`src/rtl/alu_arbiter.sv`:
```
`default_nettype none
// ---------------------------------------------------------------------------
// alu_arbiter : two-requester front end sharing a single 16-bit alu
// Revision    : 1.0
// ---------------------------------------------------------------------------

module alu #(
   parameter int DATA_W = 16
) (
   input  logic [3:0]        func4_i,
   input  logic [DATA_W-1:0] a_i,
   input  logic [DATA_W-1:0] b_i,
   output logic [DATA_W-1:0] res_o
);
   // 0 ADD, 1 SUB, 2 AND, 3 OR, 4 XOR, 5 SLL, 6 SRL, 7 SRA, 8 SLT (unsigned)
   always_comb begin
      res_o = '0;
      case (func4_i)
         4'h0:    res_o = a_i + b_i;
         4'h1:    res_o = a_i - b_i;
         4'h2:    res_o = a_i & b_i;
         4'h3:    res_o = a_i | b_i;
         4'h4:    res_o = a_i ^ b_i;
         4'h5:    res_o = a_i << b_i[3:0];
         4'h6:    res_o = a_i >> b_i[3:0];
         4'h7:    res_o = $unsigned($signed(a_i) >>> b_i[3:0]);
         4'h8:    res_o = {{(DATA_W-1){1'b0}}, (a_i < b_i)};
         default: res_o = '0;
      endcase
   end
endmodule

module alu_arbiter #(
   parameter int DATA_W = 16
) (
   input  logic                clk_i,
   input  logic                rst_i,
   input  logic [1:0]          req_valid_i,
   output logic [1:0]          req_ready_o,
   input  logic [7:0]          req_func4_i,
   input  logic [2*DATA_W-1:0] req_rs1_i,
   input  logic [2*DATA_W-1:0] req_rs2_i,
   input  logic [2*DATA_W-1:0] req_imm_i,
   input  logic [1:0]          req_imm_en_i,
   output logic [1:0]          resp_valid_o,
   input  logic [1:0]          resp_ready_i,
   output logic [DATA_W-1:0]   resp_data_o,
   output logic                resp_err_o,
   output logic                busy_o
);
   typedef enum logic [1:0] {
      IDLE = 2'd0,
      EXEC = 2'd1,
      RESP = 2'd2
   } state_t;

   state_t              state_q, state_d;
   logic                prio_q, prio_d;
   logic                owner_q, owner_d;
   logic [3:0]          func4_q, func4_d;
   logic [DATA_W-1:0]   rs1_q, rs1_d;
   logic [DATA_W-1:0]   rs2_q, rs2_d;
   logic [DATA_W-1:0]   imm_q, imm_d;
   logic                imm_en_q, imm_en_d;
   logic [DATA_W-1:0]   data_q, data_d;
   logic                err_q, err_d;

   logic                gnt_idx;
   logic                accept;
   logic [DATA_W-1:0]   alu_b;
   logic [DATA_W-1:0]   alu_res;

   assign alu_b = imm_en_q ? imm_q : rs2_q;

   alu #(.DATA_W(DATA_W)) u_alu (
      .func4_i (func4_q),
      .a_i     (rs1_q),
      .b_i     (alu_b),
      .res_o   (alu_res)
   );

   always_comb begin
      state_d     = state_q;
      prio_d      = prio_q;
      owner_d     = owner_q;
      func4_d     = func4_q;
      rs1_d       = rs1_q;
      rs2_d       = rs2_q;
      imm_d       = imm_q;
      imm_en_d    = imm_en_q;
      data_d      = data_q;
      err_d       = err_q;
      req_ready_o = 2'b00;
      accept      = 1'b0;

      // Priority pointer only matters when both requesters contend.
      gnt_idx = (req_valid_i == 2'b11) ? prio_q : req_valid_i[1];

      case (state_q)
         IDLE: begin
            if (!rst_i && (req_valid_i != 2'b00)) begin
               req_ready_o = gnt_idx ? 2'b10 : 2'b01;
               accept      = 1'b1;
            end
            if (accept) begin
               owner_d  = gnt_idx;
               func4_d  = gnt_idx ? req_func4_i[7:4]            : req_func4_i[3:0];
               rs1_d    = gnt_idx ? req_rs1_i[2*DATA_W-1:DATA_W] : req_rs1_i[DATA_W-1:0];
               rs2_d    = gnt_idx ? req_rs2_i[2*DATA_W-1:DATA_W] : req_rs2_i[DATA_W-1:0];
               imm_d    = gnt_idx ? req_imm_i[2*DATA_W-1:DATA_W] : req_imm_i[DATA_W-1:0];
               imm_en_d = gnt_idx ? req_imm_en_i[1]             : req_imm_en_i[0];
               state_d  = EXEC;
            end
         end
         EXEC: begin
            err_d   = (func4_q > 4'b1000);
            data_d  = (func4_q > 4'b1000) ? '0 : alu_res;
            state_d = RESP;
         end
         RESP: begin
            if (resp_ready_i[owner_q]) begin
               prio_d  = ~owner_q;
               state_d = IDLE;
            end
         end
         default: state_d = IDLE;
      endcase
   end

   always_ff @(posedge clk_i) begin
      if (rst_i) begin
         state_q  <= IDLE;
         prio_q   <= 1'b0;
         owner_q  <= 1'b0;
         func4_q  <= '0;
         rs1_q    <= '0;
         rs2_q    <= '0;
         imm_q    <= '0;
         imm_en_q <= 1'b0;
         data_q   <= '0;
         err_q    <= 1'b0;
      end else begin
         state_q  <= state_d;
         prio_q   <= prio_d;
         owner_q  <= owner_d;
         func4_q  <= func4_d;
         rs1_q    <= rs1_d;
         rs2_q    <= rs2_d;
         imm_q    <= imm_d;
         imm_en_q <= imm_en_d;
         data_q   <= data_d;
         err_q    <= err_d;
      end
   end

   assign resp_valid_o = (state_q == RESP) ? (owner_q ? 2'b10 : 2'b01) : 2'b00;
   assign resp_data_o  = data_q;
   assign resp_err_o   = err_q;
   assign busy_o       = (state_q != IDLE);
endmodule

`default_nettype wire

```
`config.mk`:
```
export PLATFORM = sky130hd
export DESIGN_NAME = alu_arbiter
export DESIGN_NICKNAME = d
export VERILOG_FILES = /design/src/rtl/alu_arbiter.sv
export SDC_FILE = /design/constraint.sdc
export NUM_CORES = 1
export LEC_CHECK = 0
export CAP_MARGIN = 15
export CORE_ASPECT_RATIO = 1.75
export CORE_MARGIN = 4
export CORE_UTILIZATION = 45
export DETAILED_ROUTE_END_ITERATION = 8
export GPL_TIMING_DRIVEN = 0
export PLACE_DENSITY_LB_ADDON = 0.1
export REMOVE_ABC_BUFFERS = 1
export SLEW_MARGIN = 10
export SYNTH_ARGS = -nofsm -noshare
export SYNTH_HDL_FRONTEND = slang
export SYNTH_SLANG_ARGS = --single-unit
```
`constraint.sdc`:
```
create_clock -name clk_i -period 3.2 [get_ports clk_i]
set_input_delay 0.96 -clock clk_i [delete_from_list [all_inputs] [get_ports clk_i]]
set_output_delay 0.96 -clock clk_i [all_outputs]
set_load 0.1 [all_outputs]
```
Word-level counts from Yosys, hierarchy flattened
Cells that the tools add are included.
{ "classes": {"addsub": 2, "order_cmp": 3, "n_eq_ne": 13, "n_shift": 3, "n_mux": 21, "bitwise_logic": 4, "n_reduce_logical": 9} }
{ "op_table": {"columns": ["operator", "n"], "rows": [
  ["16-bit case mux with 9 select lines", 1],
  ["16-bit two-way mux", 5],
  ["16-bit adder", 1],
  ["16-bit bitwise AND", 1],
  ["4-bit by 3-bit == test with 1-bit output, second input constant", 4],
  ["16-bit less-than comparator", 1],
  ["16-bit bitwise OR", 1],
  ["16-bit by 4-bit << shifter with 16-bit output", 1],
  ["16-bit by 4-bit right shift with 16-bit output", 1],
  ["16-bit by 4-bit >>> shifter with 16-bit output", 1],
  ["16-bit subtractor", 1],
  ["16-bit bitwise XOR", 1],
  ["2-bit two-way mux", 7],
  ["4-bit by 2-bit == test with 1-bit output, second input constant", 2],
  ["1-bit two-way mux", 6],
  ["2-bit case mux with 3 select lines", 1],
  ["2-bit AND reduction", 3],
  ["2-bit == test, second input constant", 2],
  ["4-bit by 1-bit == test with 1-bit output, second input constant", 1],
  ["4-bit == test, second input constant", 1],
  ["4-bit > comparator, second input constant", 1],
  ["4-bit zero test", 1],
  ["4-bit two-way mux", 1],
  ["2-bit != test, second input constant", 2],
  ["other kinds (7)", 8]
]} }
{ "totals": {"regBits": 74, "out_inout_bits": 22, "elab_cells": 65} }

Logic depth before layout (Yosys ltp)
{ "depth": {"word_depth": 6, "mapped_depth": 13} }

By module
Synthesis repeated with hierarchy kept, for this count alone.
{ "hier_totals": {"hier_cells": 887, "hier_area_um2": 6957.9} }
{ "modules_own_cells": {"columns": ["mod", "n_inst", "cells_each", "area_each_um2", "seq_area_each_um2"], "rows": [
  ["alu", 1, 584, 3858.7, 0.0],
  ["alu_arbiter", 1, 303, 3099.2, 1481.4]
]} }

Worst setup path before layout
No wires, ideal clock.
{ "synth_timing": {"path_type": "input to output", "from": "input port req_valid_i[0]", "to": "output port req_ready_o[1]", "arrival_ns": 3.735, "slack_ns": -1.495, "cell_stages": 5, "path_buffers": 2, "cell_sequence": "inv_1 -> o21ai_0 -> clkbuf_1 -> buf_1 -> nor3_1"} }
{ "synth_between": {"elab_chain_len": 5} }
{ "synth_rtl": {"columns": ["element", "line", "source"], "rows": [
  ["start: declaration", "38", "input logic [1:0] req_valid_i,"],
  ["2-bit == test", "97", "gnt_idx = (req_valid_i == 2'b11) ? prio_q : req_valid_i[1];"],
  ["1-bit two-way mux", "97", null],
  ["2-bit two-way mux", "102", "req_ready_o = gnt_idx ? 2'b10 : 2'b01;"],
  ["2-bit two-way mux (*)", "101", "if (!rst_i && (req_valid_i != 2'b00)) begin"],
  ["2-bit two-way mux (*)", "99", "case (state_q)"],
  ["end: declaration", "39", "output logic [1:0] req_ready_o,"]
]} }
Every way passes the cells marked *; elsewhere a longest branch is shown, timed or not.

Final worst setup path
{ "layout_timing": {"from": "register imm_en_q", "to": "register data_q[10] (netlist: resp_data_o[10])"} }
{ "layout_between": {"elab_chain_len": 4} }
{ "layout_rtl": {"columns": ["element", "line", "source"], "rows": [
  ["start: declaration", "64", "logic imm_en_q, imm_en_d;"],
  ["start signal: assignment", "150", "imm_en_q <= imm_en_d;"],
  ["16-bit two-way mux (*)", "73", "assign alu_b = imm_en_q ? imm_q : rs2_q;"],
  ["16-bit subtractor, or another cell as far along", "20", "4'h1: res_o = a_i - b_i;"],
  ["16-bit case mux with 9 select lines (*)", "18", "case (func4_i)"],
  ["16-bit two-way mux (*)", "117", "data_d = (func4_q > 4'b1000) ? '0 : alu_res;"],
  ["end signal: assignment", "151", "data_q <= data_d;"],
  ["end: declaration", "65", "logic [DATA_W-1:0] data_q, data_d;"]
]} }
Marks and branches as above.
A chain may end at the register's enable or synchronous reset.

==> impl_metrics.ini <==
[setup_path]
crit_path_start_kind = register
worstPathRequired_ns = 3.49
r2r_slack_ns = 0.04
crit_type = register to register
reg2regPathDepth = 12
cp-end-kind = register
worstPathMaxFanout = 26
cp_data_arrival_time_ns = 3.45
reg2reg_from = imm_en_q
reg2reg_to = resp_data_o[10]

[synth]
yosysTopAreaCell = dfxtp_1
ys_top_cells_by_area = dfxtp_1 (21%), mux2i_1 (15%), ha_1 (8.7%)
synthXorXnorAreaFrac_pct = 0.3660
synth_most_common_cell = nor2_1
yosys_warnings = 0
avgSynthCellArea_um2 = 7.612
synthSimpleGateAreaFrac_pct = 19.10
seq_area_frac_synth_pct = 20.64
syn_area_um2 = 7178
synth_cells = 943
ys_ff_latch = 74
synthAdderAreaFrac_pct = 9.273
synth_common_cells = nor2_1 (117), mux2i_1 (110), nand2_1 (81), a211oi_1 (74), dfxtp_1 (74)
synthArstFlopShare_pct = 0
synth_top_area_share_pct = 20.64
synth_cell_types = 66
synth_top_family_by_area = compound AO/OA/AOI/OAI gates
synth_compound_area_share_pct = 25.36
synth_edf_count = 0
synthMuxAreaShare_pct = 18.32
synth_flop_cell = dfxtp_1

[floorplanning]
fp.dieH_um = 175.1
start_util_pct = 46.19
ioPinCount = 134
die_w_um = 103.5
fp-row-count = 60
core_area_um2 = 15540
dieArea_um2 = 18120

[grt]
use_met3_pct = 3.995
grt_most_used_layer = met2
met2_usage_pct = 49.68
grtUsageMet1_pct = 31.81
grt.total_usage_pct = 28.74
antenna_found_initial = 0
grt-ovfl-total = 0
grt_pass1_vias = 7602
grt_pass1_wl_um = 40320
grt_max_degree = 75

[detailed_routing]
viasPerCell = 6.398
drt-pass1-iter-count = 6
drt_iter0_drc = 703
vias = 8004
drc = 0
final_antenna_net_count = 0
routedWlPerCell_um = 21.44
wl_um = 26820

[cts]
insertion_delay_ns = 0.35
cts_tree = yes
cts_buffers = 9
cts.sinks = 74
root_buffer = clkbuf_16
htree_levels = 3
clockBufferDepth = 2
clkSlewWorstSetupHoldPaths_ns = 0.06

[cells_and_area]
drive_gt1_share_pct = 13.43
antenna_cells = 0
nets = 1225
final_cell_area_um2 = 9659
post-route-util_pct = 62.16
area_delta_synth_final_pct = 34.57
fin_cells = 1251

[sta]
clock_skew_ns = 0.007781
fin_crit_ns = 3.162
max_slew.worst_pin.slew_ns = 1.021
final-setup-viol-count = 0
hold_viol = 0
max_slew_margin_pct = 31.91
final_max_slew_viol_count = 0
finalCritPeriodShare_pct = 98.80
fin_ws_ns = 0.03837
max_freq_ghz = 0.3163

[place]
dp_hpwl_um = 18070
gp_congestion = 0.9099
dpl_cell_area_um2 = 8741
dp_slack_ns = -2.162
portBuffers = 133
place_inst = 1199

[worst_hold_path]
hold_start = rs2_q[14]
hold_path_end = rs2_q[14]
hp-class = register to register
hold_depth = 2

[flow_run]
maxCapViolCount = 0

[power_and_ir_drop]
p_leak_nw = 3.998
max-vdd-ir-drop_mv = 0.2407
power_density_nw_per_um2 = 507.5

[status]
status = complete, no violations
-- logic make-up (layout without fill, tap and decap cells) --
group           Yosys count  in the layout
compound gates          267            267
xor+xnor                  3              3
fa+ha+maj                52             52
buf+inv                 125            245
flops                    74             74
mux                     120            121
simple gates            302            303
-- final cells by class --
cell class	count	area, um2
Fill cell	1438	5881
Multi-Input combinational cell	746	5557
Timing Repair Buffer	179	1882
Sequential cell	74	1489
Clock buffer	10	239.0
Tap cell	186	232.7
Inverter	49	210.2
Clock inverter	5	40.04
Timing Repair inverter	2	10.01
-- cell usage in the layout (no fill, tap or decap), types with 12 or more instances in the layout --
master / count
a211oi_1: 71
a21oi_1: 52
buf_4: 31
clkbuf_16: 12
clkdlybuf4s50_1: 126
dfxtp_1: 70
ha_1: 44
inv_1: 44
mux2i_1: 104
nand2_1: 79
nand3_1: 18
nor2_1: 113
nor3_1: 25
o211ai_1: 12
o21ai_0: 35
-- layer usage --
metal / routed length, um / part of all wire, % / vias up
met5: 0 / 0 / -
met4: 2141 / 8.0 / 0
met3: 1888 / 7.0 / 148
met2: 13410 / 50 / 453
met1: 9382 / 35 / 3698
li1: - / - / 3705
-- metrics by stage --
stage	TNS [ns]	hold slack, ns	total power [mW]
6_report	0	0.4975	4.902
5_1_grt	-0.02416	0.5177	5.141
4_1_cts	-0.07688	0.5015	4.702
3_5_place_dp	-27.45	0.4920	3.505
3_3_place_gp	-464.00	0.4857	3.467
2_1_floorplan	-279.28	0.4720	2.755
-- what timing repair did --
item	4_1_cts	5_1_grt
hold buffers	0	0
cloned	6	2
gates resized for setup	63	33
pin swaps	5	12
endpoints found under the setup margin	20	8
setup buffers	17	12
-- flip-flops by register name, summed over array words and instances, names as in the netlist --
name         flops
prio_q           1
imm_en_q         1
resp_err_o       1
func4_q          4
rs1_q           16
imm_q           16
rs2_q           16
state_q          2
resp_data_o     16
owner_q          1
-- critical path, cell delays in order, from the launching register on --
cell,delay [ns]
dfxtp_4,0.38
buf_4,0.15
mux2i_4,0.29
clkbuf_16,0.21
inv_12,0.07
fa_2,0.41
a211oi_4,0.30
o21ai_2,0.13
or4bb_1,0.22
o221ai_2,0.11
o21a_1,0.24
o31ai_4,0.37
a32o_1,0.18
-- worst max path at each step --
stage | start | endpoint | slack (ns) | cells after the start
floorplan | req_valid_i[0] | req_ready_o[1] | -7.21 | 3
global placement | req_valid_i[0] | req_ready_o[0] | -8.41 | 5
detailed placement | imm_en_q | resp_data_o[10] | -2.16 | 11
CTS | imm_en_q | resp_data_o[14] | -0.06 | 10
global route | imm_en_q | resp_data_o[11] | -0.02 | 11
finish | imm_en_q | resp_data_o[10] | 0.04 | 12
-- power by group --
group | switching (mW) | leakage, nW | internal, mW
registers | 0.173 | 0.613 | 1.03
logic | 1.60 | 3.26 | 1.11
clock network | 0.447 | 0.127 | 0.547
total | 2.22 | 4.00 | 2.69
(Power assumes the default switching activity.)
